$ cat src/rtl/ps2_host_tx.sv
// ps2_host_tx: PS/2 host-to-device command transmitter driving both lines open-drain via *_oe.
// Optional macro PS2_TX_RETRY_EN: resend the latched byte once after a NACK or timeout.
module ps2_host_tx #(
  parameter int INHIBIT_CYC = 5000,
  parameter int TIMEOUT_CYC = 750000
) (
  input  logic       clk,
  input  logic       rst_n,
  input  logic       ps2_clk,
  input  logic       ps2_data,
  input  logic [7:0] tx_data,
  input  logic       tx_valid,
  output logic       tx_ready,
  output logic       ps2_clk_oe,
  output logic       ps2_data_oe,
  output logic       busy,
  output logic       tx_done,
  output logic       tx_err
);
  // state     | meaning
  // IDLE      | lines released, ready for a byte
  // INHIBIT   | hold ps2_clk low to claim the bus
  // REQ       | start bit: data low while clk still held
  // SEND      | device clocks; drive data, parity, stop on falling edges
  // ACK       | sample the device ack bit on the 11th falling edge
  // WAIT_IDLE | wait for both lines high, then report the result
  typedef enum logic [2:0] {
    S_IDLE, S_INHIBIT, S_REQ, S_SEND, S_ACK, S_WAIT_IDLE
  } state_t;

  localparam int MAX_CYC = (INHIBIT_CYC > TIMEOUT_CYC) ? INHIBIT_CYC : TIMEOUT_CYC;
  localparam int CW = $clog2(MAX_CYC + 1);
  localparam logic [CW-1:0] INH_LOAD = CW'(INHIBIT_CYC - 1);
  localparam logic [CW-1:0] TO_LOAD  = CW'(TIMEOUT_CYC - 1);

  state_t        state, state_nxt, fail_nxt;
  logic          clk_s1, clk_s2, clk_last, dat_s1, dat_s2;
  logic          fe, timed, timeout, line_idle, retry_avail;
  logic [CW-1:0] tmr;
  logic [9:0]    frame;
  logic [3:0]    n;
  logic          drive_q, ack_q;

  always_ff @(posedge clk or negedge rst_n) begin
    if (!rst_n) begin
      clk_s1   <= 1'b1;
      clk_s2   <= 1'b1;
      clk_last <= 1'b1;
      dat_s1   <= 1'b1;
      dat_s2   <= 1'b1;
    end else begin
      clk_s1   <= ps2_clk;
      clk_s2   <= clk_s1;
      clk_last <= clk_s2;
      dat_s1   <= ps2_data;
      dat_s2   <= dat_s1;
    end
  end

  assign fe        = clk_last & ~clk_s2;
  assign timed     = (state == S_SEND) || (state == S_ACK) || (state == S_WAIT_IDLE);
  assign timeout   = timed && (tmr == '0) && !fe;
  assign line_idle = clk_s2 && dat_s2;

`ifdef PS2_TX_RETRY_EN
  logic retry_q;

  always_ff @(posedge clk or negedge rst_n) begin
    if (!rst_n) begin
      retry_q <= 1'b0;
    end else if (state == S_IDLE) begin
      retry_q <= 1'b0;
    end else if (state_nxt == S_INHIBIT) begin
      retry_q <= 1'b1;
    end
  end

  assign retry_avail = !retry_q;
`else
  assign retry_avail = 1'b0;
`endif

  assign fail_nxt = retry_avail ? S_INHIBIT : S_IDLE;

  always_ff @(posedge clk or negedge rst_n) begin
    if (!rst_n) state <= S_IDLE;
    else        state <= state_nxt;
  end

  always_comb begin
    state_nxt = state;
    case (state)
      S_IDLE:      if (tx_valid) state_nxt = S_INHIBIT;
      S_INHIBIT:   if (tmr == '0) state_nxt = S_REQ;
      S_REQ:       state_nxt = S_SEND;
      S_SEND: begin
        if (timeout)               state_nxt = fail_nxt;
        else if (fe && n == 4'd9)  state_nxt = S_ACK;
      end
      S_ACK: begin
        if (timeout)  state_nxt = fail_nxt;
        else if (fe)  state_nxt = S_WAIT_IDLE;
      end
      S_WAIT_IDLE: begin
        if (timeout)        state_nxt = fail_nxt;
        else if (line_idle) state_nxt = ack_q ? S_IDLE : fail_nxt;
      end
      default:     state_nxt = S_IDLE;
    endcase
  end

  // Timeout output also masks data_oe so the line is released in the timeout cycle itself.
  always_comb begin
    tx_ready    = (state == S_IDLE);
    busy        = (state != S_IDLE);
    ps2_clk_oe  = (state == S_INHIBIT) || (state == S_REQ);
    ps2_data_oe = (state == S_REQ) || ((state == S_SEND) && drive_q && !timeout);
    tx_done     = (state == S_WAIT_IDLE) && line_idle && !timeout && ack_q;
    tx_err      = !retry_avail &&
                  (timeout || ((state == S_WAIT_IDLE) && line_idle && !ack_q));
  end

  always_ff @(posedge clk or negedge rst_n) begin
    if (!rst_n) begin
      frame   <= '0;
      n       <= '0;
      drive_q <= 1'b0;
      ack_q   <= 1'b0;
    end else begin
      if (state == S_IDLE) begin
        drive_q <= 1'b0;
        n       <= '0;
        if (tx_valid) frame <= {1'b1, ~^tx_data, tx_data};
      end
      if (state == S_REQ) begin
        drive_q <= 1'b1;
        n       <= '0;
      end
      if (state == S_SEND && fe) begin
        drive_q <= ~frame[n];
        if (n != 4'd10) n <= n + 4'd1;
      end
      if (state == S_ACK && fe) ack_q <= ~dat_s2;
    end
  end

  // Down-counter: inhibit length in INHIBIT, inter-edge timeout in the timed states.
  always_ff @(posedge clk or negedge rst_n) begin
    if (!rst_n) begin
      tmr <= '0;
    end else if (state_nxt != state) begin
      tmr <= (state_nxt == S_INHIBIT) ? INH_LOAD : TO_LOAD;
    end else if (timed && fe) begin
      tmr <= TO_LOAD;
    end else if (tmr != '0) begin
      tmr <= tmr - CW'(1);
    end
  end

endmodule

$ cat config.mk
export PLATFORM = sky130hd
export DESIGN_NAME = ps2_host_tx
export DESIGN_NICKNAME = d
export VERILOG_FILES = /design/src/rtl/ps2_host_tx.sv
export SDC_FILE = /design/constraint.sdc
export NUM_CORES = 1
export LEC_CHECK = 0
export ABC_AREA = 1
export BUFFER_PORTS_ARGS = -buffer_cell sky130_fd_sc_hd__buf_2
export CORE_MARGIN = 1.5
export CORE_UTILIZATION = 30
export DETAILED_ROUTE_END_ITERATION = 10
export GPL_TIMING_DRIVEN = 0
export MAX_ROUTING_LAYER = met4
export SYNTH_ARGS = -nofsm -noshare
export SYNTH_HDL_FRONTEND = slang
export SYNTH_SLANG_ARGS = --single-unit
$ cat constraint.sdc
create_clock -name clk -period 2.2 [get_ports clk]
set_input_delay 0.44 -clock clk [delete_from_list [all_inputs] [get_ports clk]]
set_output_delay 0.44 -clock clk [all_outputs]
set_load 0.01 [all_outputs]
==> Word level (Yosys, flattened, before mapping) <==
Cells that the tools add are included.
Widths: inputs -> output; s select.
{ "classes": {"addsub": 2, "n_lt_le_gt_ge": 1, "eq_ne": 9, "n_mux": 22, "n_bitwise": 4, "reduce_logical": 29} }
{ "op_table": {"columns": ["operator", "n"], "rows": [
  ["$mux 20", 4],
  ["$mux 3", 8],
  ["$logic_not 20->1", 1],
  ["$reduce_bool 20->1", 1],
  ["$sub 20x1->20 const B", 1],
  ["$pmux 3 s6", 1],
  ["$mux 4", 4],
  ["$logic_and 1x1->1", 13],
  ["$reduce_bool 3->1", 3],
  ["$reduce_xnor 8->1", 1],
  ["$eq 3x1->1 const B", 2],
  ["$eq 3x2->1 const B", 2],
  ["$eq 3x3->1 const B", 2],
  ["$logic_or 1x1->1", 5],
  ["$lt 4x5->1 const B", 1],
  ["$add 4x1->4 const B", 1],
  ["$bmux 1 s4", 1],
  ["$eq 4x4->1 const B", 1],
  ["$mux 1", 4],
  ["$ne 4x4->1 const B", 1],
  ["$logic_not 1->1", 3],
  ["$logic_not 3->1", 1],
  ["$ne 3x3->1", 1],
  ["$not 1->1", 3],
  ["other kinds (2)", 2]
]} }
{ "word_totals": {"reg_bits": 44, "in_bits": 13, "out_inout_bits": 6, "wordCells": 78} }

==> Logic depth before layout (Yosys ltp) <==
{ "depth": {"depth_word": 10, "ltp_mapped": 17} }

==> Worst setup path after synthesis <==
Ideal clock, no wire load.
{ "synth_path": {"kind": "reg2reg", "from": "reg tmr[0]", "to": "reg tmr[13]", "setup_time_ps": 114, "arrival_time_ps": 1858, "setup_slack_ps": 229, "path_stages_with_launch": 15, "period_less_slack_ps": 1971, "path_cell_list": "dfrtp_1 > inv_1 > ha_1 > nand2_4 > nor2_4 > nand2_4 > nor2_8 > nand2_4 > nand3_2 > nand3b_1 > nand2_2 > buf_6 > nand4_4 > nand2_1 > inv_1"} }
{ "synth_between": {"elab_chain_len": 8, "word_cells_on_any_way": 17, "cone_classes": "add/sub (1); eq/ne (2); mux (9); reduce/logical (5)"} }
{ "synth_rtl": {"columns": ["item", "line_no", "text"], "rows": [
  ["from (decl)", "39", "logic [CW-1:0] tmr;"],
  ["from (signal assigned)", "152", "tmr <= (state_nxt == S_INHIBIT) ? INH_LOAD : TO_LOAD;"],
  ["from (signal assigned)", "156", "tmr <= tmr - CW'(1);"],
  ["$logic_not 20->1", "62, 94", null],
  ["$logic_and 1x1->1 (2 in a row)", "62", "assign timeout = timed && (tmr == '0) && !fe;"],
  ["$mux 3 (on tied branches)", "105, 101, 97", null],
  ["$pmux 3 s6", "92", "case (state)"],
  ["$eq 3x1->1", "152", null],
  ["$mux 20", "152", null],
  ["$mux 20", "151", "end else if (state_nxt != state) begin"]
]} }
Several ways; a longest one is shown, not always the timed one. The select of a mux whose other input is x is not followed.
A chain may end at the register's enable or synchronous reset.

==> Final worst setup path <==
{ "layout_path": {"from": "reg tmr[0]", "to": "out ps2_data_oe"} }
{ "layout_between": {"elab_chain_len": 6} }
{ "layout_rtl": {"columns": ["item", "line_no", "text"], "rows": [
  ["$logic_not 20->1", "62", null],
  ["$logic_and 1x1->1 (2 in a row)", "62", null],
  ["$logic_not 1->1", "117", "ps2_data_oe = (state == S_REQ) || ((state == S_SEND) && drive_q && !timeout);"],
  ["$logic_and 1x1->1", "117", null],
  ["$logic_or 1x1->1", "117", null],
  ["to (decl)", "15", "output logic ps2_data_oe,"]
]} }
No other way between the ends.

==> impl_metrics.tcl <==
set metrics [dict create \
    r2r-end "tmr[14]$_DFFE_PN0P_" \
    grt_pass1_vias 2114 \
    hold_slack_ns 0.233 \
    max_cap_viol_count 0 \
    grt_max_degree 45 \
    avgSynthCellArea_um2 7.75 \
    vias_per_cell 4.69 \
    routed-via-count 2240 \
    crit_path_start_kind "register" \
    r2r_cells 14 \
    critical_path_arrival_ns 1.72 \
    ir_drop_mv 0.338 \
    grt_pass1_wl_um 9360 \
    synthTopCellsByCount "86 x nand2_1, 47 x inv_1, 39 x dfrtp_1" \
    status "finished, final reports clean" \
    synth_area_leaders "dfrtp_1 37%, nand2_1 12%, nand3_1 7.2%, inv_1 6.7%, dfstp_2 5.0%" \
    routedWlPerCell_um 11.5 \
    p_leak_nw 1.64 \
    p_sw_share_pct 25.6 \
    setup_violations 0 \
    cts_sinks 44 \
    worst_slew_pin_slew_ns 1.02 \
    dpl.hpwl_um 3840 \
    min_to "dat_s1$_DFF_PN1_" \
    p_total_mw 1.71 \
    rsz0062_at_grt "true" \
    synth_nets 356 \
    num-nets-final 389 \
    die_w_um 96.6 \
    path_max_fanout 6 \
    ant_nets 0 \
    die_area_um2 9320 \
    cts_root_buffer "clkbuf_8" \
    switching_power_mw 0.438 \
    synth_flop_cell "dfrtp_1" \
    final-seq-area_um2 1110 \
    drt-initial-drc-count 113 \
    die_h_um 96.6 \
    finalCritPeriodShare_pct 98.0 \
    reg2reg_slack_ns 0.17 \
    drive_gt1_share_pct 21.2 \
    hold_viol_final 0 \
    port_buffers 18 \
    syn_area_um2 2630 \
    clock.fmax_ghz 0.464 \
    finalSetupTns_ns 0 \
    layout_min_cycle_time_ns 2.16 \
    antenna_found_initial 0 \
    critPathKind "reg -> out" \
    cts_buffers 5 \
    coreArea_um2 8340 \
    n_antenna_cell 0 \
    slew_viol_final 0 \
    core.rowCount 33 \
    cts_tree "built" \
    io_pins 19 \
    utilization_pct 36.9 \
    worstSetupEndpointType "primary output" \
    ys_seq_elements 44 \
    routed_wl_um 5500 \
    final.setup_skew_ns 0.00637 \
    crit_required_ns 1.76 \
    pwr-share-seq_pct 52.6 \
    multi_input_area_um2 1350 \
    clk_pin_slew_worst_paths_ns 0.09 \
    yosys.cell_types.count 34 \
    grt_overflow 0 \
    synth_top_area_share_pct 37.2 \
    min_path_type "in -> reg" \
    nFillCells 873 \
    intPower_mw 1.28 \
    post-route-drc-count 0 \
    routabilityCongestion 0.823 \
    synth_top_area_cell "dfrtp_1" \
    synth_cells 339 \
    holdCritStartpoint "ps2_data" \
    p_clk_share_pct 37.8 \
    firstDrtPassIters 5 \
    synth_edf_count 0 \
    synth-async-reset-ratio_pct 100 \
    start_util_pct 31.5 \
    r2r_start "tmr[0]$_DFFE_PN0P_" \
    worstSkewPairLatency_ns 0.30 \
    combPwrFrac_pct 9.6 \
    htreeDepth 2 \
    seq_area_frac_synth_pct 42.2 \
    yosys_warnings 0 \
    yosysMostFrequentCell "nand2_1" \
    cts_buffer_depth 2 \
    power.density_nw_per_um2 557 \
    syn2layout_area_growth_pct 17.1 \
    relSlewSlack_pct 32.3 \
    hold_depth 1 \
    grtUsageTotal_pct 13.1 \
]
[metrics by stage]
| step | setup slack (ns) | area [µm²] | std cells |
|---|---|---|---|
| after floorplan | 0.229 | 2630 | 339 |
| after global placement | -0.0937 | 2850 | 462 |
| after detailed placement | -0.103 | 2850 | 462 |
| after CTS | 0.00177 | 3010 | 475 |
| after global routing | -0.0499 | 3080 | 478 |
| final | 0.0434 | 3080 | 478 |
[worst max path at each step]
| stage | from | endpoint |
|---|---|---|
| after CTS | tmr[1]$_DFFE_PN0P_ | ps2_data_oe |
| after floorplan | tmr[0]$_DFFE_PN0P_ | tmr[13]$_DFFE_PN0P_ |
| after detailed placement | tmr[0]$_DFFE_PN0P_ | tmr[8]$_DFFE_PN0P_ |
| final | tmr[0]$_DFFE_PN0P_ | ps2_data_oe |
| after global placement | tmr[0]$_DFFE_PN0P_ | tmr[8]$_DFFE_PN0P_ |
| after global routing | tmr[0]$_DFFE_PN0P_ | ps2_data_oe |
[cell families (layout without fill, tap and decap cells)]
group,count (synthesis),count (layout),synth area share (%)
buffers and inverters,53,87,8.15
xor gates and xnor gates,19,19,6.34
AOI/OAI and AO/OA,25,25,5.53
DFF,44,44,42.2
and+or+nand+nor,194,194,35.9
adders and majority gates,4,4,1.91
[routing by layer]
layer | vias to the layer above | global-route usage, % | part of all wire [%]
li1 | 1133 | - | -
met1 | 1058 | 16.4 | 47
met2 | 46 | 21.9 | 49
met3 | 3 | 2.58 | 3.9
met4 | 0 | 2.90 | 0.25
met5 | - | - | 0
[final cells by class]
| type | instances | share of cell area (%) |
|---|---|---|
| buffer | 5 | 1.14 |
| clock buffer | 5 | 2.24 |
| clock inverter | 3 | 1.51 |
| inverter | 48 | 5.86 |
| multi-input combinational | 242 | 44.0 |
| sequential | 44 | 36.1 |
| tap | 105 | 4.27 |
| timing repair buffer | 26 | 4.88 |
[sequential cells by signal (all words and copies together) (netlist names), 3 cells and up]
register,cells
tmr,20
n,4
state,3
frame,10
[critical path, cell delays in order (launching register included)]
cell	delay, ns
dfrtp_1	0.41
inv_2	0.09
ha_4	0.15
nand2_4	0.06
nor2_4	0.15
nand2_4	0.08
nor2_8	0.13
nand2_4	0.09
nand3_2	0.06
nand2_1	0.05
buf_2	0.14
[layout by cell type (no fill, tap or decap), types with 3 or more instances in the layout]
cell type,n
nand2_1,84
inv_1,44
nand3_1,37
dfrtp_1,36
nor2_1,33
buf_2,18
o21ai_0,14
xor2_1,11
xnor2_1,8
buf_4,8
nand2_2,7
nor2_4,6
nand2_4,5
dfstp_2,5
clkbuf_8,5
inv_2,4
nand4_1,4
nor2_2,3
nand3_2,3
nor3_1,3
ha_1,3
dfrtp_2,3
[repair_timing]
| action | 4_1_cts | 5_1_grt |
|---|---|---|
| setup buffers | 5 | 3 |
| setup endpoints to repair | 17 | 32 |
| resized for setup | 5 | 14 |
| hold buffers | 0 | 0 |
| pin swaps | 3 | 6 |
[power by group through the flow]
stage          registers (mW)  logic, mW  clock network, mW
2_1_floorplan           0.907      0.106                  0
3_3_place_gp            0.918      0.149                  0
3_5_place_dp            0.918      0.152                  0
4_1_cts                 0.901      0.158              0.672
5_1_grt                 0.908      0.190              0.698
6_report                0.901      0.164              0.648
Power figures use the tool's default switching activity.
